$ cat src/rtl/nibble_pack_fifo_pkg.sv
`default_nettype none
// ============================================================================
// Module : nibble_pack_fifo_pkg
// Brief  : Shared widths, pad nibble and pointer-width helper for the packer.
// Rev    : 1.0  initial release
// ============================================================================
package nibble_pack_fifo_pkg;

  localparam int BYTE_W = 8;
  localparam int NIB_W  = 4;
  localparam logic [NIB_W-1:0] PAD_NIB = 4'h0;

  function automatic int clog2(input int value);
    int r;
    r = 0;
    for (int i = 0; i < 31; i++) begin
      if ((1 << i) < value) r = i + 1;
    end
    return r;
  endfunction

endpackage
`default_nettype wire

$ cat src/rtl/nibble_pack_fifo_byte_fifo.sv
`default_nettype none
// ============================================================================
// Module : byte_fifo
// Brief  : DEPTH x 8 FIFO with wrap-bit pointers and a zeroed head when empty.
// Rev    : 1.0  initial release
// ============================================================================
module byte_fifo
  import nibble_pack_fifo_pkg::*;
#(
  parameter int DEPTH = 4
) (
  input  logic                    clk,
  input  logic                    rst_n,
  input  logic                    push,
  input  logic [BYTE_W-1:0]       push_data,
  input  logic                    pop,
  output logic                    full,
  output logic                    empty,
  output logic [clog2(DEPTH):0]   level,
  output logic [BYTE_W-1:0]       head
);

  localparam int AW = clog2(DEPTH);
  localparam int PW = AW + 1;
  localparam logic [PW-1:0] PTR_ONE = {{AW{1'b0}}, 1'b1};

  logic [BYTE_W-1:0] mem_q [DEPTH];
  logic [BYTE_W-1:0] mem_d [DEPTH];
  logic [PW-1:0]     wr_ptr_q, wr_ptr_d;
  logic [PW-1:0]     rd_ptr_q, rd_ptr_d;

  // The extra pointer bit tells full apart from empty when the indices match.
  assign full  = (wr_ptr_q[AW] != rd_ptr_q[AW]) && (wr_ptr_q[AW-1:0] == rd_ptr_q[AW-1:0]);
  assign empty = (wr_ptr_q == rd_ptr_q);
  assign level = wr_ptr_q - rd_ptr_q;
  assign head  = empty ? '0 : mem_q[rd_ptr_q[AW-1:0]];

  always_comb begin
    mem_d    = mem_q;
    wr_ptr_d = wr_ptr_q;
    rd_ptr_d = rd_ptr_q;
    if (push && !full) begin
      mem_d[wr_ptr_q[AW-1:0]] = push_data;
      wr_ptr_d = wr_ptr_q + PTR_ONE;
    end
    if (pop && !empty) begin
      rd_ptr_d = rd_ptr_q + PTR_ONE;
    end
  end

  always_ff @(posedge clk or negedge rst_n) begin
    if (!rst_n) begin
      wr_ptr_q <= '0;
      rd_ptr_q <= '0;
      for (int i = 0; i < DEPTH; i++) begin
        mem_q[i] <= '0;
      end
    end else begin
      wr_ptr_q <= wr_ptr_d;
      rd_ptr_q <= rd_ptr_d;
      mem_q    <= mem_d;
    end
  end

endmodule
`default_nettype wire

$ cat src/rtl/nibble_pack_fifo.sv
`default_nettype none
// ============================================================================
// Module : nibble_pack_fifo
// Brief  : Packs nibbles (first nibble high) into bytes and buffers them.
// Rev    : 1.0  initial release
// ============================================================================
module nibble_pack_fifo #(
  parameter int DEPTH = 4,
  parameter int NIB_W = 4
) (
  input  logic                    clk,
  input  logic                    rst_n,
  input  logic                    in_valid,
  input  logic [NIB_W-1:0]        in_data,
  input  logic                    in_last,
  output logic                    in_ready,
  output logic                    out_valid,
  output logic [2*NIB_W-1:0]      out_data,
  input  logic                    out_ready,
  output logic [$clog2(DEPTH):0]  level
);

  import nibble_pack_fifo_pkg::*;

  logic               half_q, half_d;
  logic [NIB_W-1:0]   hold_q, hold_d;
  logic               fifo_full;
  logic               fifo_empty;
  logic               accept;
  logic               push;
  logic [BYTE_W-1:0]  push_data;

  // A high nibble can still be parked in hold while the FIFO is full.
  assign in_ready  = ~fifo_full | (~half_q & ~in_last);
  assign out_valid = ~fifo_empty;

  always_comb begin
    half_d    = half_q;
    hold_d    = hold_q;
    push      = 1'b0;
    push_data = {hold_q, in_data};
    accept    = in_valid & in_ready;
    if (accept) begin
      if (half_q) begin
        push   = 1'b1;
        half_d = 1'b0;
      end else if (in_last) begin
        push      = 1'b1;
        push_data = {in_data, PAD_NIB};
      end else begin
        hold_d = in_data;
        half_d = 1'b1;
      end
    end
  end

  always_ff @(posedge clk or negedge rst_n) begin
    if (!rst_n) begin
      half_q <= 1'b0;
      hold_q <= '0;
    end else begin
      half_q <= half_d;
      hold_q <= hold_d;
    end
  end

  byte_fifo #(
    .DEPTH (DEPTH)
  ) u_byte_fifo (
    .clk       (clk),
    .rst_n     (rst_n),
    .push      (push),
    .push_data (push_data),
    .pop       (out_valid & out_ready),
    .full      (fifo_full),
    .empty     (fifo_empty),
    .level     (level),
    .head      (out_data)
  );

endmodule
`default_nettype wire

$ cat config.mk
export PLATFORM = sky130hd
export DESIGN_NAME = nibble_pack_fifo
export DESIGN_NICKNAME = d
export VERILOG_FILES = /design/src/rtl/nibble_pack_fifo_pkg.sv /design/src/rtl/nibble_pack_fifo_byte_fifo.sv /design/src/rtl/nibble_pack_fifo.sv
export SDC_FILE = /design/constraint.sdc
export NUM_CORES = 1
export LEC_CHECK = 0
export CAP_MARGIN = 20
export CORE_MARGIN = 2
export CORE_UTILIZATION = 45
export CTS_CLUSTER_SIZE = 10
export DETAILED_ROUTE_END_ITERATION = 7
export MAX_ROUTING_LAYER = met4
export PLACE_DENSITY = 0.66
export SLEW_MARGIN = 30
export SYNTH_ARGS = -nofsm -noshare
export SYNTH_HDL_FRONTEND = slang
export SYNTH_SLANG_ARGS = --single-unit
$ cat constraint.sdc
create_clock -name clk -period 5.1 [get_ports clk]
set_clock_uncertainty 0.05 [all_clocks]
set_input_delay 1.02 -clock clk [delete_from_list [all_inputs] [get_ports clk]]
set_output_delay 1.02 -clock clk [all_outputs]
set_load 0.02 [all_outputs]
**Yosys cells after proc, flatten, opt, wreduce, memory -nomap -nowiden**

Cells that the tools add are included.

- Register bits: 43
- Word-level logic and storage cells: 49

- $lt $le $gt $ge: 3
- Reductions and logical operators: 7
- Eq/ne operators: 3
- Multiplexer cells: 15
- Add/sub/neg operators: 3
- Bitwise operators: 10

Operators with widths:

| operator | count |
|---|---|
| 8-bit 2-to-1 mux | 7 |
| 32-bit bitwise mux | 1 |
| 8-bit binary-select mux with 2-bit select | 1 |
| 8-bit demux with 2-bit select | 1 |
| 3-bit by 1-bit adder with 3-bit output, second input constant | 2 |
| 3-bit greater-or-equal comparator, second input constant | 2 |
| 2-bit inverter with 3-bit output | 2 |
| 1-bit 2-to-1 mux | 5 |
| 1-bit logical AND | 4 |
| 1-bit inverter | 4 |
| 1-bit AND | 3 |
| 3-bit equality test | 1 |
| 3-bit by 1-bit < comparator with 1-bit output, second input constant | 1 |
| 3-bit AND reduction | 1 |
| 3-bit subtractor | 1 |
| 2-bit equality test | 1 |
| 1-bit logical NOT | 2 |
| 1-bit inequality test | 1 |
| 1-bit OR | 1 |

**Depth between registers and ports, before layout**

- Word-level depth: 7
- Depth in mapped cells: 8

**Modules after synthesis**

A second synthesis with hierarchy kept.

- Cell total of the unflattened synthesis: 156
- Area, all modules: 2189.6 um^2

By module, submodules not included:

| module | area an instance (um^2) | times used | seq. area each (um^2) | cells an instance |
|---|---|---|---|---|
| byte_fifo | 1883.1 | 1 | 950.9 | 129 |
| nibble_pack_fifo | 306.5 | 1 | 125.1 | 27 |

**Least setup slack after synthesis**

No wires, ideal clock.

- Path kind: input port to output port
- Start point: input port in_last
- End point: output port in_ready
- Stages on the path: 3
- Required time: 4030 ps
- Buffers on the path: 1
- Slack: 2352 ps
- Arrival time: 1678 ps
- Path through: or2_2 > clkbuf_1 > nand2_1

- Cells in the longest elaborated chain, start to end: 3

RTL lines:

| item | line | RTL |
|---|---|---|
| start, declared | nibble_pack_fifo.sv:15 | `input logic in_last,` |
| 1-bit inverter (no line) | -- |  |
| 1-bit AND | nibble_pack_fifo.sv:34 | `assign in_ready = ~fifo_full \| (~half_q & ~in_last);` |
| 1-bit OR | nibble_pack_fifo.sv:34 |  |
| end, declared | nibble_pack_fifo.sv:16 | `output logic in_ready,` |

No other way between the ends.

**Final worst setup path**

- Start point: register u_byte_fifo.rd_ptr_q[0]
- End point: output port out_data[6]

- Cells in the longest elaborated chain, start to end: 5

RTL lines:

| item | line | RTL |
|---|---|---|
| start, declared | nibble_pack_fifo_byte_fifo.sv:30 | `logic [PW-1:0] rd_ptr_q, rd_ptr_d;` |
| start signal, assigned | nibble_pack_fifo_byte_fifo.sv:60 | `rd_ptr_q <= rd_ptr_d;` |
| 2-bit inverter with 3-bit output (not written as such) | nibble_pack_fifo_byte_fifo.sv:36 | `assign head = empty ? '0 : mem_q[rd_ptr_q[AW-1:0]];` |
| 8-bit binary-select mux with 2-bit select | nibble_pack_fifo_byte_fifo.sv:36 |  |
| 8-bit 2-to-1 mux (not written as such) (2 in a row) | nibble_pack_fifo_byte_fifo.sv:36 |  |
| 8-bit 2-to-1 mux (*) | nibble_pack_fifo_byte_fifo.sv:36 |  |
| end, declared | nibble_pack_fifo.sv:18 | `output logic [2*NIB_W-1:0] out_data,` |

Mark *: on every way between the ends. The rest lies on a longest branch, timed or not. The select of a mux whose other input is x is not followed.

==> summary.md <==
| Metric | Value |
|---|---|
| Final Hold Fails | 0 |
| Pwr dens | around 760 nW/um2 |
| WL/cell | between 10 and 15 um |
| Setup WS pre-CTS | ~1500 ps |
| Seq cells post-synth | 43 |
| Ant diodes | 0 |
| Hold_buf cts | 0 |
| Finish-stage setup viols | 0 |
| Met3 WL post-DR | around 150 um |
| Drt pass-1 iters | 4 |
| Antenna-violating nets left | 0 |
| Hpwl dp | ~2700 um |
| Vias per cell | between 5 and 6 |
| Post-synthesis sequential area ratio | around 51% |
| Number of global-route vias before repair | roughly 1,400 |
| DP Area | 2320 um2 |
| Post-Synth XOR/XNOR Area | under 10% |
| Global-route wire length before repair | approximately 7000 um |
| Total CTS buffers | 5 |
| Cell area after layout | ~2400 um2 |
| Largest family of logic cells by synthesized area | multiplexers |
| Net Count, Synth | 200 |
| Most frequent cells in the layout | dfrtp_1, nand2_1, o21ai_1 |
| Top layer in use | met4 |
| Postcts setup bufs | 0 |
| Lkg Pwr | around 0.0011 uW |
| Clk slew on worst S/H paths | ~80 ps |
| Worst r2r src | u_byte_fifo.rd_ptr_q[1]$_DFFE_PN0P_ |
| Status | complete, no violations |
| Post-route minimum period | 3690 ps |
| CP cell instances | ha_1 -> nand3_1 -> and2_1 -> clkdlybuf4s50_1 |
| Count of cell types in the netlist | 23 |
| Die span in x | slightly above 70 um |
| Metal-1 WL | approximately 1800 um |
| Multi-input gate area | 952 um2 |
| Worst Slack Setup Final | roughly 1400 ps |
| Fraction of the mapped netlist area in compound gates | 12.3% |
| Final GP Congestion | ~0.76 |
| Crit share post-route | between 70 and 80% |
| CP arrival | approximately 2600 ps |
| Routed vias | about 1,400 |
| Least-Margin Pin Slew | slightly below 800 ps |
| Post-cts sizing count | 0 |
| Setup TNS | 0 ps |
| Clock power share | between 10% and 20% |
| Count of pins over their slew limit | 0 |
| Mux cell area share after synthesis | between 10% and 20% |
| FF+latch area | 1080 um2 |
| CTS tree | done |
| Fillers | around 380 |
| CP max-delay cell | dfrtp_1 |
| CP max stage delay | between 700 and 800 ps |
| Sequential Power Share | roughly 34% |
| Worst skew pair latency | slightly below 300 ps |
| DRC viols | 0 |
| Std-Cell Rows | 24 |
| Relative slew slack | between 40% and 50% |
| Worst path required time | ~4000 ps |
| Max Fclk | 0.271 GHz |
| Port Buffers | 21 |
| Worst setup EP type | primary output |
| Gr ovfl total | 0 |
| Mapped cell area | 2100 um2 |
| Worst Path Max Fanout | 11 |
| GRT Total Usage | approximately 18% |
| Hold crit path type | reg -> reg |
| Max_cap viols | 0 |
| Hold_sp | u_byte_fifo.mem_q[16]$_DFFE_PN0P_ |
| Post-Synth Adder-Cell Area | ~5% |
| YS warnings | 0 |
| Core ar. | between 4000 and 5000 um2 |
| Clock H-tree levels | 2 |
| Area delta synth->final | 15.6% |
| Cell family with most CP delay | flip-flops |
| CTS root buf | clkbuf_8 |
| Post-synthesis simple-gate area fraction | 10.8% |
| Largest net degree at the start of global routing | 44 |
| Clock Sinks | 43 |
| Die span in y | roughly 72 um |
| Combinational power share | between 50% and 60% |
| Commonest non-fill, non-tap cell in the layout | dfrtp_1 |
| Initial Utilization | a little under half |
| Unrepaired setup endpoints after global routing | no |
| Mapped Avg Cell Area | 11.5 um2 |
| CP Class | reg -> out |
| Maximum clock path buffer count | 2 |
| WL met2 | 1830 um |
| VDD IR max | about 0.38 mV |
| Ports placed on the boundary | 22 |
| Share of layout cells above drive strength 1 | about 14% |
| Switching Share | ~40% |
| Synth Instances | 183 |
| Startpoint types | flop |
| Crit. Startpoint | u_byte_fifo.rd_ptr_q[0]$_DFFE_PN0P_ |
| Buf+Inv Stages, Crit Path | 1 |
| Final nets | 219 |
| Int Pwr | 1110 uW |
| Starting DRT DRC Count | 75 |
| Full die area | ~5200 um2 |
| Initial antenna violation count | 0 |
| Routed WL | around 3800 um |
| Psw | ~720 uW |
power by group through the flow:
stage          combinational, uW  sequential (uW)  clock (uW)
5_1_grt                     1060              653         277
6_report                     957              625         253
3_5_place_dp                 973              635           0
2_1_floorplan                699              570           0
3_3_place_gp                 942              622           0
4_1_cts                      975              628         259
cells in the mapped netlist:
| cell | number | area (um2) |
|---|---|---|
| nor2_1 | 2 | 7.51 |
| ha_1 | 7 | 87.6 |
| dfrtp_1 | 43 | 1080 |
| a21o_1 | 1 | 7.51 |
| buf_2 | 5 | 25.0 |
| clkbuf_1 | 2 | 7.51 |
| o2111ai_2 | 4 | 60.1 |
| and2_1 | 8 | 50.1 |
| fa_1 | 1 | 20.0 |
| or2_2 | 1 | 6.26 |
| buf_4 | 2 | 15.0 |
| nand2b_1 | 1 | 6.26 |
| nand2_1 | 39 | 146 |
| o21ai_1 | 27 | 135 |
| xnor2_4 | 1 | 27.5 |
| mux2_2 | 6 | 67.6 |
| nand3_1 | 2 | 10.0 |
| xnor2_1 | 5 | 43.8 |
| o21ai_0 | 6 | 30.0 |
| mux4_2 | 8 | 180 |
| mux2i_1 | 4 | 40.0 |
| inv_1 | 7 | 26.3 |
| o2111ai_4 | 1 | 26.3 |
worst min-delay path: cells and delay by family, from the launching register on:
kind / cells / cell delay, ps
flops: 1 / 350
compound gates: 1 / 60
simple gates: 1 / 50
per-layer routing:
| layer | up-vias | global-route usage (%) |
|---|---|---|
| met2 | 29 | 28.1 |
| met5 | - | - |
| met1 | 700 | 24.2 |
| met4 | 0 | 3.77 |
| li1 | 663 | - |
| met3 | 4 | 4.17 |
cell families (layout without fill, tap and decap cells):
group,Yosys count,count (layout)
AND/OR/NAND/NOR,53,53
flip-flops,43,43
AO/OA/AOI/OAI,39,39
multiplexers,18,18
adder cells (fa/ha/maj),8,8
XOR/XNOR,6,6
buffers and inverters,16,35
stage by stage:
step	utilization (%)	cells	hold slack [ps]	total power, uW
floorplan	-	183	395	1270
global placement	52.7	247	406	1560
detailed placement	52.7	247	421	1610
CTS	55.0	254	439	1860
global route	55.0	254	463	1990
finish	55.0	254	436	1830
final timing paths:
kind | end | slack [ps] | depth (start not counted)
worst max-delay path | out_data[6] | 1410 | 4
worst min-delay path | u_byte_fifo.mem_q[16]$_DFFE_PN0P_ | 440 | 2
worst max register to register | u_byte_fifo.mem_q[5]$_DFFE_PN0P_ | 2630 | 6
worst min register to register | u_byte_fifo.mem_q[16]$_DFFE_PN0P_ | 440 | 2
max in group asynchronous | half_q$_DFFE_PN0P_ | 3960 | 1
min in group asynchronous | u_byte_fifo.rd_ptr_q[0]$_DFFE_PN0P_ | 660 | 1
state kept, by name, summed over array words and instances (netlist names):
register / cells
half_q: 1
hold_q: 4
u_byte_fifo.mem_q: 32
u_byte_fifo.rd_ptr_q: 3
u_byte_fifo.wr_ptr_q: 3
final cells by class:
class | instances | area share [%]
sequential | 43 | 44.3
multi-input combinational | 124 | 39.2
timing repair buffer | 21 | 8.55
clock buffer | 6 | 2.99
tap | 52 | 2.68
clock inverter | 1 | 1.24
inverter | 7 | 1.08
No activity file was read; power rests on OpenSTA's default activity.
